$ cat src/rtl/wb_dmem_arbiter.sv
// Two-master Wishbone B4 arbiter in front of a single data-memory slave.
// Round-robin on contention, ownership held for the whole bus cycle, stalled-strobe timeout.
module wb_dmem_arbiter #(
    parameter int unsigned ADDR_WIDTH     = 32,
    parameter int unsigned DATA_WIDTH     = 32,
    parameter int unsigned TIMEOUT_CYCLES = 16
) (
    input  logic                    clk_i,
    input  logic                    rst_ni,

    input  logic                    m0_cyc_i,
    input  logic                    m0_stb_i,
    input  logic                    m0_we_i,
    input  logic [ADDR_WIDTH-1:0]   m0_adr_i,
    input  logic [DATA_WIDTH-1:0]   m0_dat_i,
    input  logic [DATA_WIDTH/8-1:0] m0_sel_i,
    output logic                    m0_ack_o,
    output logic                    m0_err_o,
    output logic [DATA_WIDTH-1:0]   m0_dat_o,

    input  logic                    m1_cyc_i,
    input  logic                    m1_stb_i,
    input  logic                    m1_we_i,
    input  logic [ADDR_WIDTH-1:0]   m1_adr_i,
    input  logic [DATA_WIDTH-1:0]   m1_dat_i,
    input  logic [DATA_WIDTH/8-1:0] m1_sel_i,
    output logic                    m1_ack_o,
    output logic                    m1_err_o,
    output logic [DATA_WIDTH-1:0]   m1_dat_o,

    output logic                    s_cyc_o,
    output logic                    s_stb_o,
    output logic                    s_we_o,
    output logic [ADDR_WIDTH-1:0]   s_adr_o,
    output logic [DATA_WIDTH-1:0]   s_dat_o,
    output logic [DATA_WIDTH/8-1:0] s_sel_o,
    input  logic                    s_ack_i,
    input  logic                    s_err_i,
    input  logic [DATA_WIDTH-1:0]   s_dat_i,

    output logic [1:0]              grant_o,
    output logic                    timeout_o
);

    localparam int unsigned SEL_W = DATA_WIDTH / 8;
    localparam int unsigned CNT_W = $clog2(TIMEOUT_CYCLES) + 1;
    localparam logic [CNT_W-1:0] CNT_LIMIT = CNT_W'(TIMEOUT_CYCLES - 1);

    typedef enum logic [1:0] {
        IDLE = 2'd0,
        OWN0 = 2'd1,
        OWN1 = 2'd2
    } state_e;

    state_e           state_q;
    logic             last_owner_q;
    logic [CNT_W-1:0] tmo_cnt_q;

    logic                  own_cyc;
    logic                  own_stb;
    logic                  own_we;
    logic [ADDR_WIDTH-1:0] own_adr;
    logic [DATA_WIDTH-1:0] own_dat;
    logic [SEL_W-1:0]      own_sel;
    logic                  is_own0;
    logic                  is_own1;
    logic                  timeout_err;
    logic                  stb_out;

    // Select the current owner's request; everything reads as zero while idle.
    always_comb begin
        own_cyc = 1'b0;
        own_stb = 1'b0;
        own_we  = 1'b0;
        own_adr = '0;
        own_dat = '0;
        own_sel = '0;
        case (state_q)
            OWN0: begin
                own_cyc = m0_cyc_i;
                own_stb = m0_stb_i;
                own_we  = m0_we_i;
                own_adr = m0_adr_i;
                own_dat = m0_dat_i;
                own_sel = m0_sel_i;
            end
            OWN1: begin
                own_cyc = m1_cyc_i;
                own_stb = m1_stb_i;
                own_we  = m1_we_i;
                own_adr = m1_adr_i;
                own_dat = m1_dat_i;
                own_sel = m1_sel_i;
            end
            default: ;
        endcase
    end

    assign is_own0 = (state_q == OWN0);
    assign is_own1 = (state_q == OWN1);

    // A strobe stalled for TIMEOUT_CYCLES cycles is terminated with an error instead of the slave.
    assign timeout_err = (is_own0 || is_own1) && own_stb && !s_ack_i && !s_err_i
                         && (tmo_cnt_q == CNT_LIMIT);
    assign stb_out     = own_stb && !timeout_err;

    assign s_cyc_o   = own_cyc;
    assign s_stb_o   = stb_out;
    assign s_we_o    = own_we;
    assign s_adr_o   = own_adr;
    assign s_dat_o   = own_dat;
    assign s_sel_o   = own_sel;

    assign m0_ack_o  = is_own0 && s_ack_i;
    assign m0_err_o  = is_own0 && (s_err_i || timeout_err);
    assign m0_dat_o  = is_own0 ? s_dat_i : '0;
    assign m1_ack_o  = is_own1 && s_ack_i;
    assign m1_err_o  = is_own1 && (s_err_i || timeout_err);
    assign m1_dat_o  = is_own1 ? s_dat_i : '0;

    assign grant_o   = {is_own1, is_own0};
    assign timeout_o = timeout_err;

    // Arbitration state, round-robin history and stall counter.
    always_ff @(posedge clk_i) begin
        if (!rst_ni) begin
            state_q      <= IDLE;
            last_owner_q <= 1'b1;
            tmo_cnt_q    <= '0;
        end else begin
            case (state_q)
                IDLE: begin
                    tmo_cnt_q <= '0;
                    if (m0_cyc_i && m1_cyc_i) begin
                        state_q <= last_owner_q ? OWN0 : OWN1;
                    end else if (m0_cyc_i) begin
                        state_q <= OWN0;
                    end else if (m1_cyc_i) begin
                        state_q <= OWN1;
                    end
                end
                OWN0, OWN1: begin
                    if (!own_cyc) begin
                        state_q      <= IDLE;
                        last_owner_q <= is_own1;
                        tmo_cnt_q    <= '0;
                    end else if (s_ack_i || s_err_i || !stb_out) begin
                        tmo_cnt_q <= '0;
                    end else begin
                        tmo_cnt_q <= tmo_cnt_q + CNT_W'(1);
                    end
                end
                default: begin
                    state_q   <= IDLE;
                    tmo_cnt_q <= '0;
                end
            endcase
        end
    end

endmodule

$ cat config.mk
export PLATFORM = sky130hd
export DESIGN_NAME = wb_dmem_arbiter
export DESIGN_NICKNAME = d
export VERILOG_FILES = /design/src/rtl/wb_dmem_arbiter.sv
export SDC_FILE = /design/constraint.sdc
export NUM_CORES = 1
export LEC_CHECK = 0
export CAP_MARGIN = 25
export CORE_AREA = 4 4 122 124
export DETAILED_ROUTE_END_ITERATION = 7
export DIE_AREA = 0 0 126 128
export PLACE_DENSITY = 0.61
export SYNTH_ARGS = -nofsm -noshare
export SYNTH_HDL_FRONTEND = slang
export SYNTH_SLANG_ARGS = --single-unit
$ cat constraint.sdc
create_clock -name clk_i -period 3.96 [get_ports clk_i]
set_clock_uncertainty 0.15 [all_clocks]
set_input_delay 0.396 -clock clk_i [delete_from_list [all_inputs] [get_ports clk_i]]
set_output_delay 0.396 -clock clk_i [all_outputs]
set_load 0.1 [all_outputs]
==> run_summary.xml <==
<?xml version="1.0" encoding="UTF-8"?>
<metrics>
  <group name="cells_and_area">
    <metric name="diodes" unit="">0</metric>
    <metric name="drive_gt1_share" unit="%">26.7</metric>
    <metric name="design.final.nets" unit="">770</metric>
    <metric name="final_cells" unit="">765</metric>
    <metric name="area_delta_synth_final" unit="%">152</metric>
  </group>
  <group name="synth">
    <metric name="top_ff_cell_synth" unit="">sky130_fd_sc_hd__dfxtp_1</metric>
    <metric name="synth_cell_types" unit="">28</metric>
    <metric name="ys_top_cells_by_count" unit="">sky130_fd_sc_hd__nor2b_1, sky130_fd_sc_hd__a22oi_1, sky130_fd_sc_hd__and2_1, sky130_fd_sc_hd__clkbuf_1, sky130_fd_sc_hd__buf_2</metric>
    <metric name="yosys.cell_count.top_type" unit="">sky130_fd_sc_hd__nor2b_1</metric>
    <metric name="asyncSetResetFlopFracSynth" unit="%">0</metric>
    <metric name="leading_post_synthesis_cells_by_cell_area" unit="">sky130_fd_sc_hd__a22oi_1, sky130_fd_sc_hd__nor2b_1, sky130_fd_sc_hd__and2_1, sky130_fd_sc_hd__dfxtp_1, sky130_fd_sc_hd__buf_2</metric>
    <metric name="post-synth-top-area-fraction" unit="%">25.8</metric>
    <metric name="syn_area_per_cell" unit="µm²">6.88</metric>
    <metric name="synth.net_count" unit="">475</metric>
    <metric name="yosysWarnings" unit="">0</metric>
    <metric name="synthesis.instances" unit="">292</metric>
    <metric name="number_of_flops_mapped_to_enable_cells_by_yosys" unit="">0</metric>
    <metric name="seq_area_frac_synth" unit="%">7.97</metric>
    <metric name="synth_area_leader_cell" unit="">sky130_fd_sc_hd__a22oi_1</metric>
    <metric name="synth-seq-cells" unit="">8</metric>
    <metric name="post_synth_instance_area" unit="mm²">0.00201</metric>
  </group>
  <group name="timing">
    <metric name="timing.max_slew.rel_slack" unit="%">53.3</metric>
    <metric name="fin_crit_sh" unit="%">75.6</metric>
    <metric name="final.setup.tns" unit="ps">0</metric>
    <metric name="timing_hold_violations_final" unit="">0</metric>
    <metric name="clock.fmax" unit="GHz">0.334</metric>
    <metric name="final_report_max_slew_violation_count" unit="">0</metric>
    <metric name="timing.final.crit_period" unit="ps">2990</metric>
    <metric name="timing.final.ws_setup" unit="ps">965</metric>
    <metric name="rsz_0062_raised_after_global_routing" unit="">false</metric>
    <metric name="final_setup_violation_count" unit="">0</metric>
    <metric name="max_slew.worst_pin.slew" unit="ps">701</metric>
  </group>
  <group name="clocking">
    <metric name="cts.reportedPaths.clkPinSlew" unit="ps">40</metric>
    <metric name="post_cts_resize_count" unit="">0</metric>
    <metric name="cts_tree" unit="">built</metric>
    <metric name="clock_latency" unit="ps">230</metric>
    <metric name="cts-root-to-sink-buffers" unit="">2</metric>
    <metric name="tritoncts_num_sinks" unit="">8</metric>
    <metric name="ctsRootBufferMaster" unit="">sky130_fd_sc_hd__clkbuf_16</metric>
    <metric name="cts_inserted_buffers" unit="">3</metric>
    <metric name="cts_htree_levels" unit="">1</metric>
    <metric name="post_cts_hold_buffer_count" unit="">0</metric>
    <metric name="postCtsSetupRepairBufs" unit="">0</metric>
  </group>
  <group name="grt">
    <metric name="track_usage" unit="%">14.8</metric>
    <metric name="via_count_of_the_first_global_routing_pass" unit="">3435</metric>
    <metric name="grt_first_pass_wirelength" unit="µm">19400</metric>
    <metric name="antenna_violations_before_repair" unit="">0</metric>
    <metric name="pin_count_of_the_biggest_net_entering_global_routing" unit="">50</metric>
    <metric name="globalRouteOverflowTotal" unit="">0</metric>
  </group>
  <group name="power_and_ir_drop">
    <metric name="pwr_density_cell" unit="mW/mm²">375</metric>
    <metric name="power_frac_seq" unit="%">4.8</metric>
    <metric name="ir_drop_worst_case_vdd" unit="mV">0.285</metric>
    <metric name="clkPwrFrac" unit="%">8.8</metric>
    <metric name="switching_share" unit="%">63.7</metric>
    <metric name="pwr-share-comb" unit="%">86.3</metric>
    <metric name="switchingPower" unit="W">0.00121</metric>
    <metric name="p_leak" unit="nW">2.09</metric>
    <metric name="int_power" unit="W">0.000689</metric>
  </group>
  <group name="drt">
    <metric name="post_drt_wl_per_cell" unit="µm">17.5</metric>
    <metric name="finalWirelength" unit="µm">13400</metric>
    <metric name="detailedRoute.firstIterationViolations" unit="">120</metric>
    <metric name="first_pass_iters" unit="">5</metric>
    <metric name="antenna_left" unit="">0</metric>
    <metric name="remaining_drc_errors" unit="">0</metric>
    <metric name="drt-vias-per-instance" unit="">4.34</metric>
    <metric name="routed-via-count" unit="">3319</metric>
  </group>
  <group name="placed_design">
    <metric name="place_ws" unit="ps">1190</metric>
    <metric name="numPortBuffers" unit="">319</metric>
    <metric name="place_inst" unit="">762</metric>
    <metric name="post_detail_place_hpwl" unit="µm">11200</metric>
    <metric name="routabilityCongestion" unit="">0.823</metric>
  </group>
  <group name="die">
    <metric name="fp.dieW" unit="µm">126</metric>
    <metric name="die_y" unit="µm">128</metric>
    <metric name="num_io_pins" unit="">320</metric>
    <metric name="die_area" unit="mm²">0.0161</metric>
    <metric name="rows" unit="">43</metric>
    <metric name="core" unit="mm²">0.0138</metric>
    <metric name="initial_core_util" unit="%">14.6</metric>
  </group>
  <group name="worst_hold_path">
    <metric name="min-delay-path-class" unit="">reg2reg</metric>
    <metric name="timing.hold.worst.start" unit="">tmo_cnt_q[0]</metric>
  </group>
  <group name="setup_path">
    <metric name="worst-endpoint-arrival" unit="ps">2450</metric>
    <metric name="worstSetupStartpointType" unit="">flip-flop</metric>
    <metric name="worstSetupEndpointType" unit="">output port</metric>
    <metric name="cp.required" unit="ps">3410</metric>
    <metric name="cp_max_fo" unit="">46</metric>
    <metric name="timing.rr.start" unit="">state_q[0]</metric>
    <metric name="setup.worst_path.start" unit="">state_q[0]</metric>
    <metric name="crit_type" unit="">reg2out</metric>
  </group>
  <group name="status">
    <metric name="outcome" unit="">finished clean</metric>
  </group>
  <group name="job">
    <metric name="cap_viol_max_count" unit="">0</metric>
  </group>
</metrics>
[layer usage]
metal | vias up | GRT usage (%) | routed length [µm]
li1 | 1595 | - | -
met1 | 1508 | 16.9 | 5160
met2 | 207 | 28.2 | 6800
met3 | 9 | 4.38 | 1330
met4 | 0 | 1.39 | 73
met5 | - | 0 | 0
[critical path, stage by stage (launching register included)]
cell	delay (ps)
sky130_fd_sc_hd__dfxtp_1	390
sky130_fd_sc_hd__inv_1	110
sky130_fd_sc_hd__ha_2	790
sky130_fd_sc_hd__buf_4	370
sky130_fd_sc_hd__nor2b_1	200
sky130_fd_sc_hd__buf_4	310
[power groups by stage]
| stage | Sequential [W] | Clock [W] | Combinational, W |
|---|---|---|---|
| finish | 0.0000915 | 0.000168 | 0.00164 |
| detailed placement | 0.0000929 | 0 | 0.00165 |
| global route | 0.0000921 | 0.000177 | 0.00170 |
| CTS | 0.0000917 | 0.000172 | 0.00165 |
| global placement | 0.0000921 | 0 | 0.00165 |
| floorplan | 0.0000903 | 0 | 0.00120 |
[through the flow]
| stage | utilization [%] | hold WS, ps | power [W] | cell area, µm² |
|---|---|---|---|---|
| floorplan | - | 268 | 0.00129 | 2020 |
| global placement | 36.2 | 279 | 0.00174 | 4980 |
| detailed placement | 36.2 | 296 | 0.00174 | 4980 |
| CTS | 36.7 | 301 | 0.00192 | 5060 |
| global route | 36.7 | 307 | 0.00197 | 5060 |
| finish | 36.7 | 301 | 0.00190 | 5060 |
[sequential cells by signal, summed over array words and instances (netlist names)]
name	count
last_owner_q	1
state_q	2
tmo_cnt_q	5
[cell families after synthesis]
| kind of cell | count (synthesis) | share of synthesized area, % |
|---|---|---|
| AOI/OAI and AO/OA | 77 | 29.8 |
| xor gates and xnor gates | 2 | 0.872 |
| adders and majority gates | 5 | 3.11 |
| buffers and inverters | 41 | 9.40 |
| DFF | 8 | 7.97 |
| muxes | 2 | 0.996 |
| and+or+nand+nor | 157 | 47.8 |
[placed cells by master, fill, tap and decap left out]
cell and instances:
sky130_fd_sc_hd__clkbuf_16 3, sky130_fd_sc_hd__and3_1 1, sky130_fd_sc_hd__ha_1 2, sky130_fd_sc_hd__a22o_4 1, sky130_fd_sc_hd__a31oi_1 2, sky130_fd_sc_hd__and2_1 67
sky130_fd_sc_hd__nand3_1 1, sky130_fd_sc_hd__buf_4 147, sky130_fd_sc_hd__o21ai_1 1, sky130_fd_sc_hd__inv_1 7, sky130_fd_sc_hd__nor4b_1 1, sky130_fd_sc_hd__and3b_1 1
sky130_fd_sc_hd__clkdlybuf4s50_1 177, sky130_fd_sc_hd__a22oi_4 1, sky130_fd_sc_hd__xnor2_1 1, sky130_fd_sc_hd__nor4b_2 1, sky130_fd_sc_hd__nor2_1 6, sky130_fd_sc_hd__xor2_1 1
sky130_fd_sc_hd__ha_2 1, sky130_fd_sc_hd__a41oi_1 1, sky130_fd_sc_hd__nand2_1 5, sky130_fd_sc_hd__nand4_1 2, sky130_fd_sc_hd__mux2i_1 2, sky130_fd_sc_hd__ha_4 2
sky130_fd_sc_hd__a22oi_1 69, sky130_fd_sc_hd__nand2b_1 1, sky130_fd_sc_hd__nor2b_1 71, sky130_fd_sc_hd__a22o_1 1, sky130_fd_sc_hd__dfxtp_1 8, sky130_fd_sc_hd__a21o_1 1
[path summary, 6_finish.rpt]
check	end	slack, ps	cells after the start
min	tmo_cnt_q[0]	300	1
max	s_sel_o[3]	970	5
max reg2reg	tmo_cnt_q[0]	1920	4
min reg2reg	tmo_cnt_q[0]	300	1
[layout make-up]
cell class / count / area (µm²)
fillers: 1460 / 8720
repair buffers: 324 / 2880
multi-input cells: 243 / 1690
well taps: 180 / 225
flip-flops and latches: 8 / 160
clock buffers: 3 / 75.1
inverters: 7 / 26.3
Power figures use the tool's default switching activity.
